### src/rtl/branch_stall_ctrl_if.sv
// branch_stall_ctrl_if: groups the branch stall controller's pipeline-side
// inputs (IF/ID instruction, ID/EX handshake, EX resolution) and its
// stall/bubble/redirect/timeout outputs.
// The slave modport is the controller's view and the master modport is the pipeline's view.
// Optional macro BRANCH_STALL_PERF_EN adds the 32-bit stall cycle counter output.
interface branch_stall_ctrl_if #(
  parameter int PC_W = 32
) ();

  logic [31:0]     branchctrlin_inst;
  logic            branchctrlin_inst_valid;
  logic            branchctrlin_id_ready;
  logic            branchctrlin_resolve_valid;
  logic            branchctrlin_resolve_taken;
  logic [PC_W-1:0] branchctrlin_resolve_target;

  logic            branchctrlout_stall_if;
  logic            branchctrlout_bubble_id;
  logic            branchctrlout_redirect_valid;
  logic [PC_W-1:0] branchctrlout_redirect_pc;
  logic            branchctrlout_timeout;
  logic            branchctrlout_busy;
`ifdef BRANCH_STALL_PERF_EN
  logic [31:0]     branchctrlout_stall_cycles;
`endif

  // Controller side
  modport slave (
    input  branchctrlin_inst,
    input  branchctrlin_inst_valid,
    input  branchctrlin_id_ready,
    input  branchctrlin_resolve_valid,
    input  branchctrlin_resolve_taken,
    input  branchctrlin_resolve_target,
    output branchctrlout_stall_if,
    output branchctrlout_bubble_id,
    output branchctrlout_redirect_valid,
    output branchctrlout_redirect_pc,
    output branchctrlout_timeout,
    output branchctrlout_busy
`ifdef BRANCH_STALL_PERF_EN
    , output branchctrlout_stall_cycles
`endif
  );

  // Pipeline side
  modport master (
    output branchctrlin_inst,
    output branchctrlin_inst_valid,
    output branchctrlin_id_ready,
    output branchctrlin_resolve_valid,
    output branchctrlin_resolve_taken,
    output branchctrlin_resolve_target,
    input  branchctrlout_stall_if,
    input  branchctrlout_bubble_id,
    input  branchctrlout_redirect_valid,
    input  branchctrlout_redirect_pc,
    input  branchctrlout_timeout,
    input  branchctrlout_busy
`ifdef BRANCH_STALL_PERF_EN
    , input branchctrlout_stall_cycles
`endif
  );

endinterface

### src/rtl/branch_stall_ctrl.sv
// branch_stall_ctrl: holds the front end while a decoded branch/jal/jalr waits
// for EX resolution, then issues a one-cycle PC redirect when the transfer is taken.
// The controller gives up after MAX_WAIT cycles in WAIT (legal range 1..15) and raises a one-cycle timeout strobe.
// All outputs come straight from flops.
// Optional macro BRANCH_STALL_PERF_EN adds a saturating count of stalled cycles.
module branch_stall_ctrl #(
  parameter int MAX_WAIT = 4,
  parameter int PC_W     = 32
) (
  input logic               clk,
  input logic               rstn,
  branch_stall_ctrl_if.slave bus
);

  typedef enum logic [1:0] {
    ST_IDLE     = 2'd0,
    ST_WAIT     = 2'd1,
    ST_REDIRECT = 2'd2
  } state_e;

  // Last counter value before the held branch is abandoned.
  localparam logic [3:0] WAIT_LAST = 4'(MAX_WAIT - 1);

  // Branch (1100011), jal (1101111) and jalr (1100111) are control transfers.
  function automatic logic is_ctrl_xfer(input logic [6:0] opcode);
    logic hit;
    case (opcode)
      7'b1100011: hit = 1'b1;
      7'b1101111: hit = 1'b1;
      7'b1100111: hit = 1'b1;
      default:    hit = 1'b0;
    endcase
    return hit;
  endfunction

  state_e          state_q, state_d;
  logic [3:0]      cnt_q, cnt_d;
  logic [PC_W-1:0] target_q, target_d;
  logic            timeout_d;
  logic            stall_q;
  logic            redirect_valid_q;
  logic            timeout_q;
  logic            busy_q;
  logic            ctrl_xfer_s;
  logic            unused_inst_s;

  assign ctrl_xfer_s   = is_ctrl_xfer(bus.branchctrlin_inst[6:0]);
  assign unused_inst_s = ^bus.branchctrlin_inst[31:7];

  // Next-state, wait counter, target latch and timeout strobe decode.
  always_comb begin
    state_d   = state_q;
    cnt_d     = cnt_q;
    target_d  = target_q;
    timeout_d = 1'b0;
    case (state_q)
      ST_IDLE: begin
        if (bus.branchctrlin_inst_valid && bus.branchctrlin_id_ready && ctrl_xfer_s) begin
          state_d = ST_WAIT;
          cnt_d   = 4'd0;
        end else begin
          state_d = ST_IDLE;
        end
      end
      ST_WAIT: begin
        // Resolution wins over the timeout on the last wait cycle.
        if (bus.branchctrlin_resolve_valid) begin
          cnt_d = 4'd0;
          if (bus.branchctrlin_resolve_taken) begin
            state_d  = ST_REDIRECT;
            target_d = bus.branchctrlin_resolve_target;
          end else begin
            state_d = ST_IDLE;
          end
        end else if (cnt_q == WAIT_LAST) begin
          state_d   = ST_IDLE;
          cnt_d     = 4'd0;
          timeout_d = 1'b1;
        end else begin
          cnt_d = cnt_q + 4'd1;
        end
      end
      ST_REDIRECT: begin
        state_d = ST_IDLE;
      end
      default: begin
        state_d = ST_IDLE;
        cnt_d   = 4'd0;
      end
    endcase
  end

  // State, counter, target and registered Moore outputs derived from next state.
  always_ff @(posedge clk or negedge rstn) begin
    if (!rstn) begin
      state_q          <= ST_IDLE;
      cnt_q            <= 4'd0;
      target_q         <= '0;
      stall_q          <= 1'b0;
      redirect_valid_q <= 1'b0;
      timeout_q        <= 1'b0;
      busy_q           <= 1'b0;
    end else begin
      state_q          <= state_d;
      cnt_q            <= cnt_d;
      target_q         <= target_d;
      stall_q          <= (state_d != ST_IDLE);
      redirect_valid_q <= (state_d == ST_REDIRECT);
      timeout_q        <= timeout_d;
      busy_q           <= (state_d != ST_IDLE);
    end
  end

  assign bus.branchctrlout_stall_if       = stall_q;
  assign bus.branchctrlout_bubble_id      = stall_q;
  assign bus.branchctrlout_redirect_valid = redirect_valid_q;
  assign bus.branchctrlout_redirect_pc    = target_q;
  assign bus.branchctrlout_timeout        = timeout_q;
  assign bus.branchctrlout_busy           = busy_q;

`ifdef BRANCH_STALL_PERF_EN
  logic [31:0] stall_cycles_q;

  // Saturating count of cycles in which stall_if is high.
  always_ff @(posedge clk or negedge rstn) begin
    if (!rstn) begin
      stall_cycles_q <= 32'd0;
    end else if (stall_q && (stall_cycles_q != 32'hFFFF_FFFF)) begin
      stall_cycles_q <= stall_cycles_q + 32'd1;
    end else begin
      stall_cycles_q <= stall_cycles_q;
    end
  end

  assign bus.branchctrlout_stall_cycles = stall_cycles_q;
`endif

endmodule
### src/flat_wrapper.sv
// flat-port wrapper written by rule: the top's interface ports become plain ports
module branch_stall_ctrl_flat 
#(
  parameter int MAX_WAIT = 4,
  parameter int PC_W     = 32
)
  (clk, rstn, bus_branchctrlin_inst, bus_branchctrlin_inst_valid, bus_branchctrlin_id_ready, bus_branchctrlin_resolve_valid, bus_branchctrlin_resolve_taken, bus_branchctrlin_resolve_target, bus_branchctrlout_stall_if, bus_branchctrlout_bubble_id, bus_branchctrlout_redirect_valid, bus_branchctrlout_redirect_pc, bus_branchctrlout_timeout, bus_branchctrlout_busy);
  branch_stall_ctrl_if #(.PC_W(PC_W)) bus_i ();
  input logic clk;
  input logic rstn;
  input wire logic [$bits(bus_i.branchctrlin_inst)-1:0] bus_branchctrlin_inst;
  input wire logic [$bits(bus_i.branchctrlin_inst_valid)-1:0] bus_branchctrlin_inst_valid;
  input wire logic [$bits(bus_i.branchctrlin_id_ready)-1:0] bus_branchctrlin_id_ready;
  input wire logic [$bits(bus_i.branchctrlin_resolve_valid)-1:0] bus_branchctrlin_resolve_valid;
  input wire logic [$bits(bus_i.branchctrlin_resolve_taken)-1:0] bus_branchctrlin_resolve_taken;
  input wire logic [$bits(bus_i.branchctrlin_resolve_target)-1:0] bus_branchctrlin_resolve_target;
  output wire logic [$bits(bus_i.branchctrlout_stall_if)-1:0] bus_branchctrlout_stall_if;
  output wire logic [$bits(bus_i.branchctrlout_bubble_id)-1:0] bus_branchctrlout_bubble_id;
  output wire logic [$bits(bus_i.branchctrlout_redirect_valid)-1:0] bus_branchctrlout_redirect_valid;
  output wire logic [$bits(bus_i.branchctrlout_redirect_pc)-1:0] bus_branchctrlout_redirect_pc;
  output wire logic [$bits(bus_i.branchctrlout_timeout)-1:0] bus_branchctrlout_timeout;
  output wire logic [$bits(bus_i.branchctrlout_busy)-1:0] bus_branchctrlout_busy;
  assign bus_i.branchctrlin_inst = bus_branchctrlin_inst;
  assign bus_i.branchctrlin_inst_valid = bus_branchctrlin_inst_valid;
  assign bus_i.branchctrlin_id_ready = bus_branchctrlin_id_ready;
  assign bus_i.branchctrlin_resolve_valid = bus_branchctrlin_resolve_valid;
  assign bus_i.branchctrlin_resolve_taken = bus_branchctrlin_resolve_taken;
  assign bus_i.branchctrlin_resolve_target = bus_branchctrlin_resolve_target;
  assign bus_branchctrlout_stall_if = bus_i.branchctrlout_stall_if;
  assign bus_branchctrlout_bubble_id = bus_i.branchctrlout_bubble_id;
  assign bus_branchctrlout_redirect_valid = bus_i.branchctrlout_redirect_valid;
  assign bus_branchctrlout_redirect_pc = bus_i.branchctrlout_redirect_pc;
  assign bus_branchctrlout_timeout = bus_i.branchctrlout_timeout;
  assign bus_branchctrlout_busy = bus_i.branchctrlout_busy;
  branch_stall_ctrl #(.MAX_WAIT(MAX_WAIT), .PC_W(PC_W)) u_core (.clk(clk), .rstn(rstn), .bus(bus_i));
endmodule
### config.mk
export PLATFORM = sky130hd
export DESIGN_NAME = branch_stall_ctrl_flat
export DESIGN_NICKNAME = d
export VERILOG_FILES = /design/src/rtl/branch_stall_ctrl_if.sv /design/src/rtl/branch_stall_ctrl.sv /design/src/flat_wrapper.sv
export SDC_FILE = /design/constraint.sdc
export NUM_CORES = 1
export LEC_CHECK = 0
export ABC_AREA = 1
export CORE_UTILIZATION = 36
export CTS_CLUSTER_DIAMETER = 50
export CTS_CLUSTER_SIZE = 20
export DETAILED_ROUTE_END_ITERATION = 10
export GPL_TIMING_DRIVEN = 0
export PLACE_DENSITY = 0.87
export SLEW_MARGIN = 40
export SYNTH_ARGS = -nofsm -noshare
export SYNTH_HDL_FRONTEND = slang
export SYNTH_SLANG_ARGS = --single-unit
### constraint.sdc
create_clock -name clk -period 1.4 [get_ports clk]
set_clock_uncertainty 0.05 [all_clocks]
set_input_delay 0.21 -clock clk [delete_from_list [all_inputs] [get_ports clk]]
set_output_delay 0.21 -clock clk [all_outputs]
set_load 0.01 [all_outputs]
# Yosys cells after proc, flatten, opt, wreduce, memory -nomap -nowiden
# Cells that the tools add are included.
# Widths: inputs -> output; s select.
dict set report totals {
  ff_bits 41
  input_bits 70
}
dict set report classes {
  addsub 1
  n_eq_ne 8
  muxes 13
  bitwise 1
  reduce_logical 7
}
# op n
set ops {}
lappend ops {{$eq 7x7->1 const B} 3}
lappend ops {{$mux 4} 3}
lappend ops {{$pmux 4 s3} 1}
lappend ops {{$mux 2} 3}
lappend ops {{$mux 1} 5}
lappend ops {{$add 4x1->4 const B} 1}
lappend ops {{$eq 2x2->1 const B} 2}
lappend ops {{$eq 4x2->1 const B} 1}
lappend ops {{$pmux 2 s2} 1}
lappend ops {{$reduce_and 3->1} 1}
lappend ops {{$reduce_or 3->1} 1}
lappend ops {{$eq 2x1->1 const B} 1}
lappend ops {{$logic_and 1x1->1} 2}
lappend ops {{$logic_not 2->1} 1}
lappend ops {{$ne 2x1->1 const B} 1}
lappend ops {{$reduce_and 2->1} 1}
lappend ops {{$reduce_bool 2->1} 1}
lappend ops {{$not 1->1} 1}

# Longest topological paths before layout
# Gate-level depths: netlist of run 1.
dict set report depth {
  depth_word 7
  depth_mapped 7
  depth_no_buf 6
}

# Worst setup path after synthesis of run 1
# No wires, ideal clock.
dict set report synth_timing {
  path_type {reg-to-reg}
  from {register u_core.cnt_q[0]}
  to {register u_core.cnt_q[0]}
  arrival_ps 1130
  slack_ps 156
  stages_incl_launch_ff 6
  n_path_buf 0
  synth_period_minus_slack_ps 1244
  path_cell_list {dfrtp_1 ha_1 nand2_1 nand3_1 or2_2 nand2_1}
}
dict set report synth_between {
  elab_chain_len 4
  elab_cells_between_ends 5
  cone_classes {add/sub (1); eq/ne (1); mux (3)}
}
# element line_no
set synth_lines {}
lappend synth_lines {{from (decl)} branch_stall_ctrl.sv:37} ;# logic [3:0] cnt_q, cnt_d;
lappend synth_lines {{from (signal assigned)} branch_stall_ctrl.sv:105} ;# cnt_q <= cnt_d;
lappend synth_lines {{$add 4x1->4 or $eq 4x2->1 (tied branches)} {branch_stall_ctrl.sv:80, branch_stall_ctrl.sv:75}}
lappend synth_lines {{$mux 4 (*)} branch_stall_ctrl.sv:75} ;# end else if (cnt_q == WAIT_LAST) begin
lappend synth_lines {{$mux 4 (*)} branch_stall_ctrl.sv:67} ;# if (bus.branchctrlin_resolve_valid) begin
lappend synth_lines {{$pmux 4 s3 (*)} branch_stall_ctrl.sv:56} ;# case (state_q)
# Every way passes the cells marked *; elsewhere a longest branch is shown, timed or not.
# A chain may end at the register's enable or synchronous reset.

# Worst setup path after layout of run 1
dict set report layout_timing {
  from {register u_core.busy_q, in the netlist u_core.bus.branchctrlout_busy}
  to {output bus_branchctrlout_busy}
}
# element line_no
set layout_rtl {}
lappend layout_rtl {{from (decl)} branch_stall_ctrl.sv:43} ;# logic busy_q;
lappend layout_rtl {{from (signal assigned)} branch_stall_ctrl.sv:110} ;# busy_q <= (state_d != ST_IDLE);
lappend layout_rtl {{to (decl)} flat_wrapper.sv:22} ;# output wire logic [$bits(bus_i.branchctrlout_busy)-1:0] bus_branchctrlout_busy;
# No word-level cell between the ends.

==> results of run 1 <==
sequential cells by signal, indices dropped and copies added, names as in the netlist:
name                                     flops
u_core.bus.branchctrlout_busy                1
u_core.bus.branchctrlout_redirect_pc        32
u_core.bus.branchctrlout_redirect_valid      1
u_core.bus.branchctrlout_timeout             1
u_core.cnt_q                                 4
u_core.state_q                               2
worst min-delay path by stage:
| stage | startpoint | end | slack, ns | cells after the start |
|---|---|---|---|---|
| after detailed placement | rstn | u_core.cnt_q[1] | 0.17 | 1 |
| final | rstn | u_core.cnt_q[1] | 0.38 | 2 |
| after CTS | bus_branchctrlin_resolve_target[25] | u_core.bus.branchctrlout_redirect_pc[25] | 0.39 | 3 |
| after global routing | bus_branchctrlin_resolve_target[1] | u_core.bus.branchctrlout_redirect_pc[1] | 0.40 | 3 |
| after floorplan | rstn | u_core.bus.branchctrlout_busy | -0.14 | 0 |
| after global placement | u_core.bus.branchctrlout_redirect_pc[0] | u_core.bus.branchctrlout_redirect_pc[0] | 0.41 | 2 |
cells in the mapped netlist:
library cell,number,area [um2]
nor2_1,3,11.26
or2_2,1,6.260
ha_1,1,12.51
inv_1,6,22.52
clkinv_2,1,5.000
inv_2,1,3.750
nand3_4,1,17.52
dfrtp_1,41,1026
nand2_1,98,367.9
nor4_1,1,6.260
nand2_2,10,62.56
nand4_1,4,25.02
buf_2,3,15.01
buf_4,2,15.01
nand3_1,9,45.04
buf_6,3,33.78
nor2_4,1,11.26
xor2_1,1,8.760
power groups by stage:
stage,clock [mW],sequential [mW],combinational (mW)
6_report,0.731,1.30,0.387
5_1_grt,0.810,1.31,0.427
4_1_cts,0.754,1.30,0.388
3_5_place_dp,0,1.33,0.422
3_3_place_gp,0,1.33,0.414
2_1_floorplan,0,1.36,0.0770
metal layers:
layer,wire [um],track usage
met3,245,0.03989
met1,1663,0.2066
met4,63,0.05778
met5,0,0
met2,1995,0.2945
critical path, cell delays in order, from the launching register on:
cell	delay, ns
dfrtp_1	0.40
buf_4	0.13
dlygate4sd2_1	0.28
per-stage QoR:
step / TNS, ns / instances / area, um2
after floorplan: 0 / 187 / 1695
after global placement: -40.63 / 320 / 2571
after detailed placement: -1.186 / 320 / 2569
after CTS: 0 / 330 / 2623
after global routing: -0.06616 / 333 / 2653
final: 0 / 333 / 2653
logic make-up (layout without fill, tap and decap cells):
group / count (synthesis) / after routing / synth area share
flip-flops: 41 / 41 / 0.6052
AND/OR/NAND/NOR: 128 / 128 / 0.3262
XOR/XNOR: 1 / 1 / 0.005167
adder cells (fa/ha/maj): 1 / 1 / 0.007379
buffers and inverters: 16 / 110 / 0.05608
cell type report:
class	count	share of cell area
clock buffer	6	0.02736
inverter	8	0.01179
tap	52	0.02453
buffer	8	0.02406
multi-input combinational	130	0.2193
timing repair buffer	86	0.3024
clock inverter	2	0.003774
sequential	41	0.3868
timing repair:
action | 4_1_cts | 5_1_grt
endpoints found under the setup margin | 38 | 9
pin swaps | 0 | 1
setup buffers | 1 | 3
endpoints found under the hold margin | 41 | 0
resized for setup | 37 | 2
hold buffers | 1 | 0
==> metrics.yaml, run 1 <==
ys_ff_latch: 41
violations: "design-rule violations"
cts_buffers: 5
place_hpwl_mm: 2.845
r2r_cells: 7
multi_input_area_um2: 581.8
worstSetupStartpointType: "flip-flop"
cts.sinks: 41
combPwrFrac: 0.160
status: "finished, violations left"
cp-end-kind: "primary output"
r2r_end: "u_core.bus.branchctrlout_redirect_pc[5]"
hold_class: "primary input to async pin"
drt_iter0_markers: 86
hold_ws_ns: 0.3760
finalSetupViolCount: 0
cap_violations: 0
grt_pass1_wl_mm: 6.651
post_drt_wl_per_cell_um: 11.91
post-route-util: 0.5968
gp_congestion: 0.7071
r2r_start: "u_core.state_q[0]"
syn-mean-instance-area_um2: 9.066
vias_per_cell: 4.495
critPathMaxFanout: 3
clkTransAtPathRegs_ns: 0.08
grt_max_degree: 42
peakVddDrop_mv: 0.5038
final_common_cell: "nand2_1"
ant_nets: 0
r2r_setup_slack_ns: 0.10
rows: 24
most-common-layout-cells: "97 x nand2_1, 43 x clkdlybuf4s50_1, 41 x dfrtp_1, 37 x dlygate4sd2_1, 11 x nand2_2"
fmax_mhz: 740.7
routed_wl_mm: 3.967
clk_latency_ns: 0.29
timing.final.crit_share: 0.9644
cp_data_arrival_time_ns: 1.09
die_h_um: 70.63
p_leak_nw: 1.544
antenna_found_initial: 0
antenna_cells: 0
pwr-share-clk: 0.302
die_w_um: 70.63
drive_gt1_frac: 0.1317
regArea_mm2: 0.001026
drc_errors: 10
p_int_mw: 1.830
sw_frac_of_total: 0.2428
cts_tree: "done"
p_seq_frac: 0.537
dr.pass1.iters: 7
synth_warnings: 0
tightest_slew_ns: 0.5039
cts_root_buffer: "clkbuf_8"
fin_ws_ns: 0.04986
cts_max_path_buffers: 2
grt.total_usage: 0.1689
nNetsFinal: 351
port_buffers: 81
worst_ep_required_time_ns: 1.14
p_switching_mw: 0.5866
drv_slew: 0
cts_max_level: 2
die-area_mm2: 0.004988
dp_slack_ns: -0.05643
ys_types: 18
p_per_area_mw_per_mm2: 911.0
crit_path_end: "bus_branchctrlout_busy"
fillCellCount: 417
globalRoute.totalOverflow: 0
area_growth_pct: 56.46
start_util: 0.3815
final_hold_viol_count: 0
grt_pass1_vias: 1501
worstSetupStartpoint: "u_core.bus.branchctrlout_busy"
ys_seq_area_frac: 0.6052
core-area_mm2: 0.004444
p_total_mw: 2.416
critical_path_class: "flip-flop to primary output"
syn_nets: 258
ios: 107
syn_inst: 187
relSlewSlack: 0.6641
vias: 1497
fin_crit_ns: 1.350
syn_area_mm2: 0.001695
Power figures use the tool's default switching activity.
==> run 2: changes to the inputs <==
Settings changed: CAP_MARGIN from default to 25, RECOVER_POWER from default to 50.
==> metrics.yaml, run 2 (synthesis results as in run 1) <==
drt_iter0_markers: 86  # unchanged
post_drt_wl_per_cell_um: 11.91  # unchanged
critical_path_class: "flip-flop to primary output"  # unchanged
worstSetupStartpoint: "u_core.bus.branchctrlout_busy"  # unchanged
clkTransAtPathRegs_ns: 0.08  # about the same
final_hold_viol_count: 0  # unchanged
cts_tree: "done"  # unchanged
worst_ep_required_time_ns: 1.14  # about the same
hold_ws_ns: 0.4007  # was 0.3760 ns
r2r_setup_slack_ns: 0.10  # about the same
p_leak_nw: 1.543  # was 1.544 nW
dr.pass1.iters: 7  # unchanged
r2r_start: "u_core.state_q[0]"  # unchanged
critPathSlowestCell: "dfrtp_1"  # unchanged
place_area_mm2: 0.002569  # unchanged
r2r_cells: 7  # unchanged
grt_pass1_vias: 1501  # unchanged
start_util: 0.3815  # unchanged
port_buffers: 81  # unchanged
die_w_um: 70.63  # unchanged
clk_latency_ns: 0.29  # about the same
cp_cell_sequence: "buf_4 > dlygate4sd2_1"  # unchanged
grt_pass1_wl_mm: 6.651  # unchanged
drc_errors: 10  # unchanged
final_common_cell: "nand2_1"  # unchanged
violations: "design-rule violations"  # unchanged
die-area_mm2: 0.004988  # unchanged
worstSetupStartpointType: "flip-flop"  # unchanged
grt.total_usage: 0.1689  # unchanged
cts_max_level: 2  # unchanged
relSlewSlack: 0.4129  # was 0.6641
fin_crit_ns: 1.350  # unchanged
cp-end-kind: "primary output"  # unchanged
routed_wl_mm: 3.967  # unchanged
dp_slack_ns: -0.05643  # unchanged
status: "finished, violations left"  # unchanged
gp_congestion: 0.7071  # unchanged
antenna_cells: 0  # unchanged
drive_gt1_frac: 0.1317  # unchanged
area_growth_pct: 56.31  # was 56.46%
timing.final.crit_share: 0.9644  # unchanged
max_stage_delay_ns: 0.40  # about the same
largest_register_ff_count: 32  # unchanged
cts.sinks: 41  # unchanged
vias: 1497  # unchanged
cts_root_buffer: "clkbuf_8"  # unchanged
ant_nets: 0  # unchanged
nNetsFinal: 351  # unchanged
crit_path_end: "bus_branchctrlout_busy"  # unchanged
ios: 107  # unchanged
grt_max_degree: 42  # unchanged
fin_cells: 333  # unchanged
r2r_end: "u_core.bus.branchctrlout_redirect_pc[5]"  # unchanged
core-area_mm2: 0.004444  # unchanged
cts_buffers: 5  # unchanged
antenna_found_initial: 0  # unchanged
design_area_mm2: 0.002650  # was 0.002653 mm2
rows: 24  # unchanged
fin_ws_ns: 0.04986  # unchanged
fillCellCount: 418  # was 417
tightest_slew_ns: 0.8806  # was 0.5039 ns
globalRoute.totalOverflow: 0  # unchanged
p_per_area_mw_per_mm2: 911.5  # was 911.0 mW/mm2
most-common-layout-cells: "97 x nand2_1, 43 x clkdlybuf4s50_1, 41 x dfrtp_1, 37 x dlygate4sd2_1, 11 x nand2_2"  # unchanged
place_hpwl_mm: 2.845  # unchanged
finalSetupViolCount: 0  # unchanged
fmax_mhz: 740.7  # unchanged
peakVddDrop_mv: 0.5038  # about the same
vias_per_cell: 4.495  # unchanged
drv_slew: 0  # unchanged
dp_cells: 320  # unchanged
critPathMaxFanout: 3  # unchanged
hold_class: "primary input to flip-flop"  # was primary input to async pin
cap_violations: 0  # unchanged
die_h_um: 70.63  # unchanged
cp_data_arrival_time_ns: 1.09  # about the same
cts_max_path_buffers: 2  # unchanged
run 2: changes by cell type in the layout (fill, tap and decap cells not counted):
| cell | before | now |
|---|---|---|
| buf_2 | 3 | 4 |
| buf_4 | 7 | 6 |
run 2: how the worst min path moves through the flow:
| stage | start | to | slack (ns) | depth (start not counted) |
|---|---|---|---|---|
| after floorplan | rstn | u_core.bus.branchctrlout_busy | -0.14 | 0 |
| after global placement | u_core.bus.branchctrlout_redirect_pc[0] | u_core.bus.branchctrlout_redirect_pc[0] | 0.41 | 2 |
| after detailed placement | rstn | u_core.cnt_q[1] | 0.17 | 1 |
| after CTS | bus_branchctrlin_resolve_target[25] | u_core.bus.branchctrlout_redirect_pc[25] | 0.39 | 3 |
| after global routing | bus_branchctrlin_resolve_target[1] | u_core.bus.branchctrlout_redirect_pc[1] | 0.40 | 3 |
| final | bus_branchctrlin_resolve_target[25] | u_core.bus.branchctrlout_redirect_pc[25] | 0.40 | 3 |
run 2: layout make-up:
cell class / count / area, um2 / area share
Inverter: 8 / 31.28 / 0.01180
Multi-Input combinational cell: 130 / 581.8 / 0.2195
Clock buffer: 6 / 72.57 / 0.02738
Tap cell: 52 / 65.06 / 0.02455
Sequential cell: 41 / 1026 / 0.3872
Timing Repair Buffer: 86 / 799.5 / 0.3017
Buffer: 8 / 63.81 / 0.02408
Clock inverter: 2 / 10.01 / 0.003777
run 2: power by group:
group	total (mW)	switching [mW]	internal, mW	leakage [nW]
sequential	1.30	0.0386	1.26	0.564
clock	0.731	0.385	0.346	0.0450
combinational	0.386	0.163	0.223	0.934
run 2: repair_timing:
action	4_1_cts	5_1_grt
setup endpoints to repair	38	9
hold buffers	1	0
endpoints found under the hold margin	41	0
pin swaps	0	1
gates resized for setup	37	2
buffers inserted	1	3
run 2: through the flow:
step	TNS, ns	power, mW	util
floorplan	0	1.436	-
global placement	-40.63	1.739	0.5785
detailed placement	-1.186	1.750	0.5780
CTS	0	2.442	0.5901
global route	-0.06616	2.545	0.5963
finish	0	2.415	0.5963
run 2: metal layers:
| metal | wire length (um) | vias to the layer above | GRT usage |
|---|---|---|---|
| li1 | - | 761 | - |
| met1 | 1663 | 684 | 0.2066 |
| met2 | 1995 | 45 | 0.2945 |
| met3 | 245 | 7 | 0.03989 |
| met4 | 63 | 0 | 0.05778 |
| met5 | 0 | - | 0 |
run 2: worst max-delay path, delay by kind of cell, from the launching register on:
family                 cells  cell delay (ns)
buffers and inverters      2             0.41
flip-flops                 1             0.40
==> run 3: changes to the inputs <==
Settings changed: CORE_ASPECT_RATIO from default to 0.6, CORE_UTILIZATION 36 to 38, CTS_BUF_LIST from default to sky130_fd_sc_hd__clkbuf_2, PLACE_DENSITY 0.87 to 0.84.
==> metrics.yaml, run 3 (synthesis results as in run 1) <==
antenna_found_initial: 0  # unchanged
final_common_cell: "nand2_1"  # unchanged
routed_wl_mm: 4.250  # was 3.967 mm
drt_iter0_markers: 44  # was 86
cap_violations: 0  # unchanged
die_h_um: 53.74  # was 70.63 um
cts_root_buffer: "clkbuf_2"  # was clkbuf_8
dp_cells: 328  # was 320
worstSetupStartpointType: "flip-flop"  # unchanged
start_util: 0.4047  # was 0.3815
cp_data_arrival_time_ns: 1.64  # was 1.09 ns
critical_path_class: "flip-flop to flip-flop"  # was flip-flop to primary output
worstSetupStartpoint: "u_core.cnt_q[0]"  # was u_core.bus.branchctrlout_busy
ios: 107  # unchanged
worst_ep_required_time_ns: 1.68  # was 1.14 ns
port_buffers: 81  # unchanged
met3_usage: 0.05828  # was 0.03989
antenna_cells: 0  # unchanged
rows: 18  # was 24
vias_per_cell: 4.376  # was 4.495
clk_latency_ns: 0.37  # was 0.29 ns
design_area_mm2: 0.002760  # was 0.002650 mm2
critPathMaxFanout: 5  # was 3
grt_max_degree: 42  # unchanged
die-area_mm2: 0.004741  # was 0.004988 mm2
r2r_start: "u_core.cnt_q[0]"  # was u_core.state_q[0]
gp_congestion: 0.8353  # was 0.7071
grt_pass1_vias: 1490  # was 1,501
finalSetupViolCount: 0  # unchanged
rsz0062_at_grt: "yes"
globalRoute.totalOverflow: 0  # unchanged
p_total_mw: 2.198  # was 2.415 mW
nNetsFinal: 365  # was 351
core-area_mm2: 0.004189  # was 0.004444 mm2
post_drt_wl_per_cell_um: 12.01  # was 11.91 um
ant_nets: 0  # unchanged
place_area_mm2: 0.002579  # was 0.002569 mm2
grt-busiest-layer: "met2"  # unchanged
cts.sinks: 41  # unchanged
status: "finished, final reports clean"  # was finished, violations left
grt.total_usage: 0.1888  # was 0.1689
fin_cells: 354  # was 333
largest_register_ff_count: 32  # unchanged
use_met1: 0.2417  # was 0.2066
timing.final.crit_share: 0.9727  # was 0.9644
cts_tree: "done"  # unchanged
cts_max_level: 2  # unchanged
hold_ws_ns: 0.2951  # was 0.4007 ns
tightest_slew_ns: 0.8932  # was 0.8806 ns
holdCritStartpoint: "bus_branchctrlin_resolve_target[2]"  # was bus_branchctrlin_resolve_target[25]
peakVddDrop_mv: 0.4168  # was 0.5038 mV
cp-end-kind: "flip-flop"  # was primary output
cts_buffers: 5  # unchanged
fin_crit_ns: 1.362  # was 1.350 ns
dr.pass1.iters: 4  # was 7
use_met2: 0.3038  # was 0.2945
grt_pass1_wl_mm: 6.575  # was 6.651 mm
relSlewSlack: 0.4045  # was 0.4129
cts_max_path_buffers: 2  # unchanged
drive_gt1_frac: 0.1769  # was 0.1317
final_hold_viol_count: 0  # unchanged
vias: 1549  # was 1,497
drv_slew: 0  # unchanged
area_growth_pct: 62.80  # was 56.31%
p_leak_nw: 1.524  # was 1.543 nW
most-common-layout-cells: "98 x nand2_1, 43 x clkdlybuf4s50_1, 40 x dfrtp_1, 22 x buf_4, 22 x clkdlybuf4s15_1"  # was 97 x nand2_1, 43 x clkdlybuf4s50_1, 41 x dfrtp_1, 37 x dlygate4sd2_1, 11 x nand2_2
p_per_area_mw_per_mm2: 796.2  # was 911.5 mW/mm2
clkTransAtPathRegs_ns: 0.20  # was 0.08 ns
hold_class: "primary input to flip-flop"  # unchanged
die_w_um: 88.23  # was 70.63 um
drc_errors: 0  # was 10
place_hpwl_mm: 2.991  # was 2.845 mm
fmax_mhz: 734.3  # was 740.7 MHz
-- run 3: worst max-delay path: stages (launching register included) --
cell	delay (ns)
dfrtp_2	0.48
ha_1	0.23
nand2_1	0.12
nand3_2	0.09
or2_2	0.29
nand2_1	0.07
-- run 3: where the power goes --
group	leakage, nW	internal (mW)	switching, mW
clock network	0.0265	0.117	0.346
logic	0.935	0.259	0.166
registers	0.563	1.26	0.0480
total	1.52	1.64	0.559
-- run 3: through the flow --
| step | util | setup WS (ns) | setup TNS (ns) |
|---|---|---|---|
| floorplan | - | 0.1555 | 0 |
| detailed placement | 0.6156 | -0.09482 | -2.298 |
| finish | 0.6589 | 0.03823 | 0 |
| global route | 0.6589 | -0.02081 | -0.2233 |
| global placement | 0.6162 | -0.9188 | -39.00 |
| CTS | 0.6228 | 0.0005213 | 0 |
-- run 3: layout make-up --
type,count,area [um2]
sequential,41,1027
fill,377,1429
inverter,8,35.03
clock buffer,6,30.03
timing repair buffer,100,937.1
tap,60,75.07
buffer,8,72.57
clock inverter,1,3.754
multi-input combinational,130,579.3
-- run 3: repair_timing --
item	4_1_cts	5_1_grt
pin swaps	0	2
endpoints found under the setup margin	37	56
hold endpoints to repair	41	0
setup buffers	5	13
hold buffers	1	0
resized for setup	41	33
-- run 3: layer usage --
metal	vias up	share of wire
met5	-	0
met4	0	0.012
met1	707	0.47
met2	50	0.45
met3	7	0.065
li1	785	-
-- run 3: path summary, 6_finish.rpt --
path	to	slack, ns	cells after the start
worst max-delay path	u_core.cnt_q[0]	0.04	5
worst min-delay path	u_core.bus.branchctrlout_redirect_pc[2]	0.30	3
worst max register to register	u_core.cnt_q[0]	0.04	5
worst min register to register	u_core.bus.branchctrlout_redirect_pc[29]	0.45	2
max in group asynchronous	u_core.cnt_q[0]	0.29	2
min in group asynchronous	u_core.state_q[0]	0.41	2
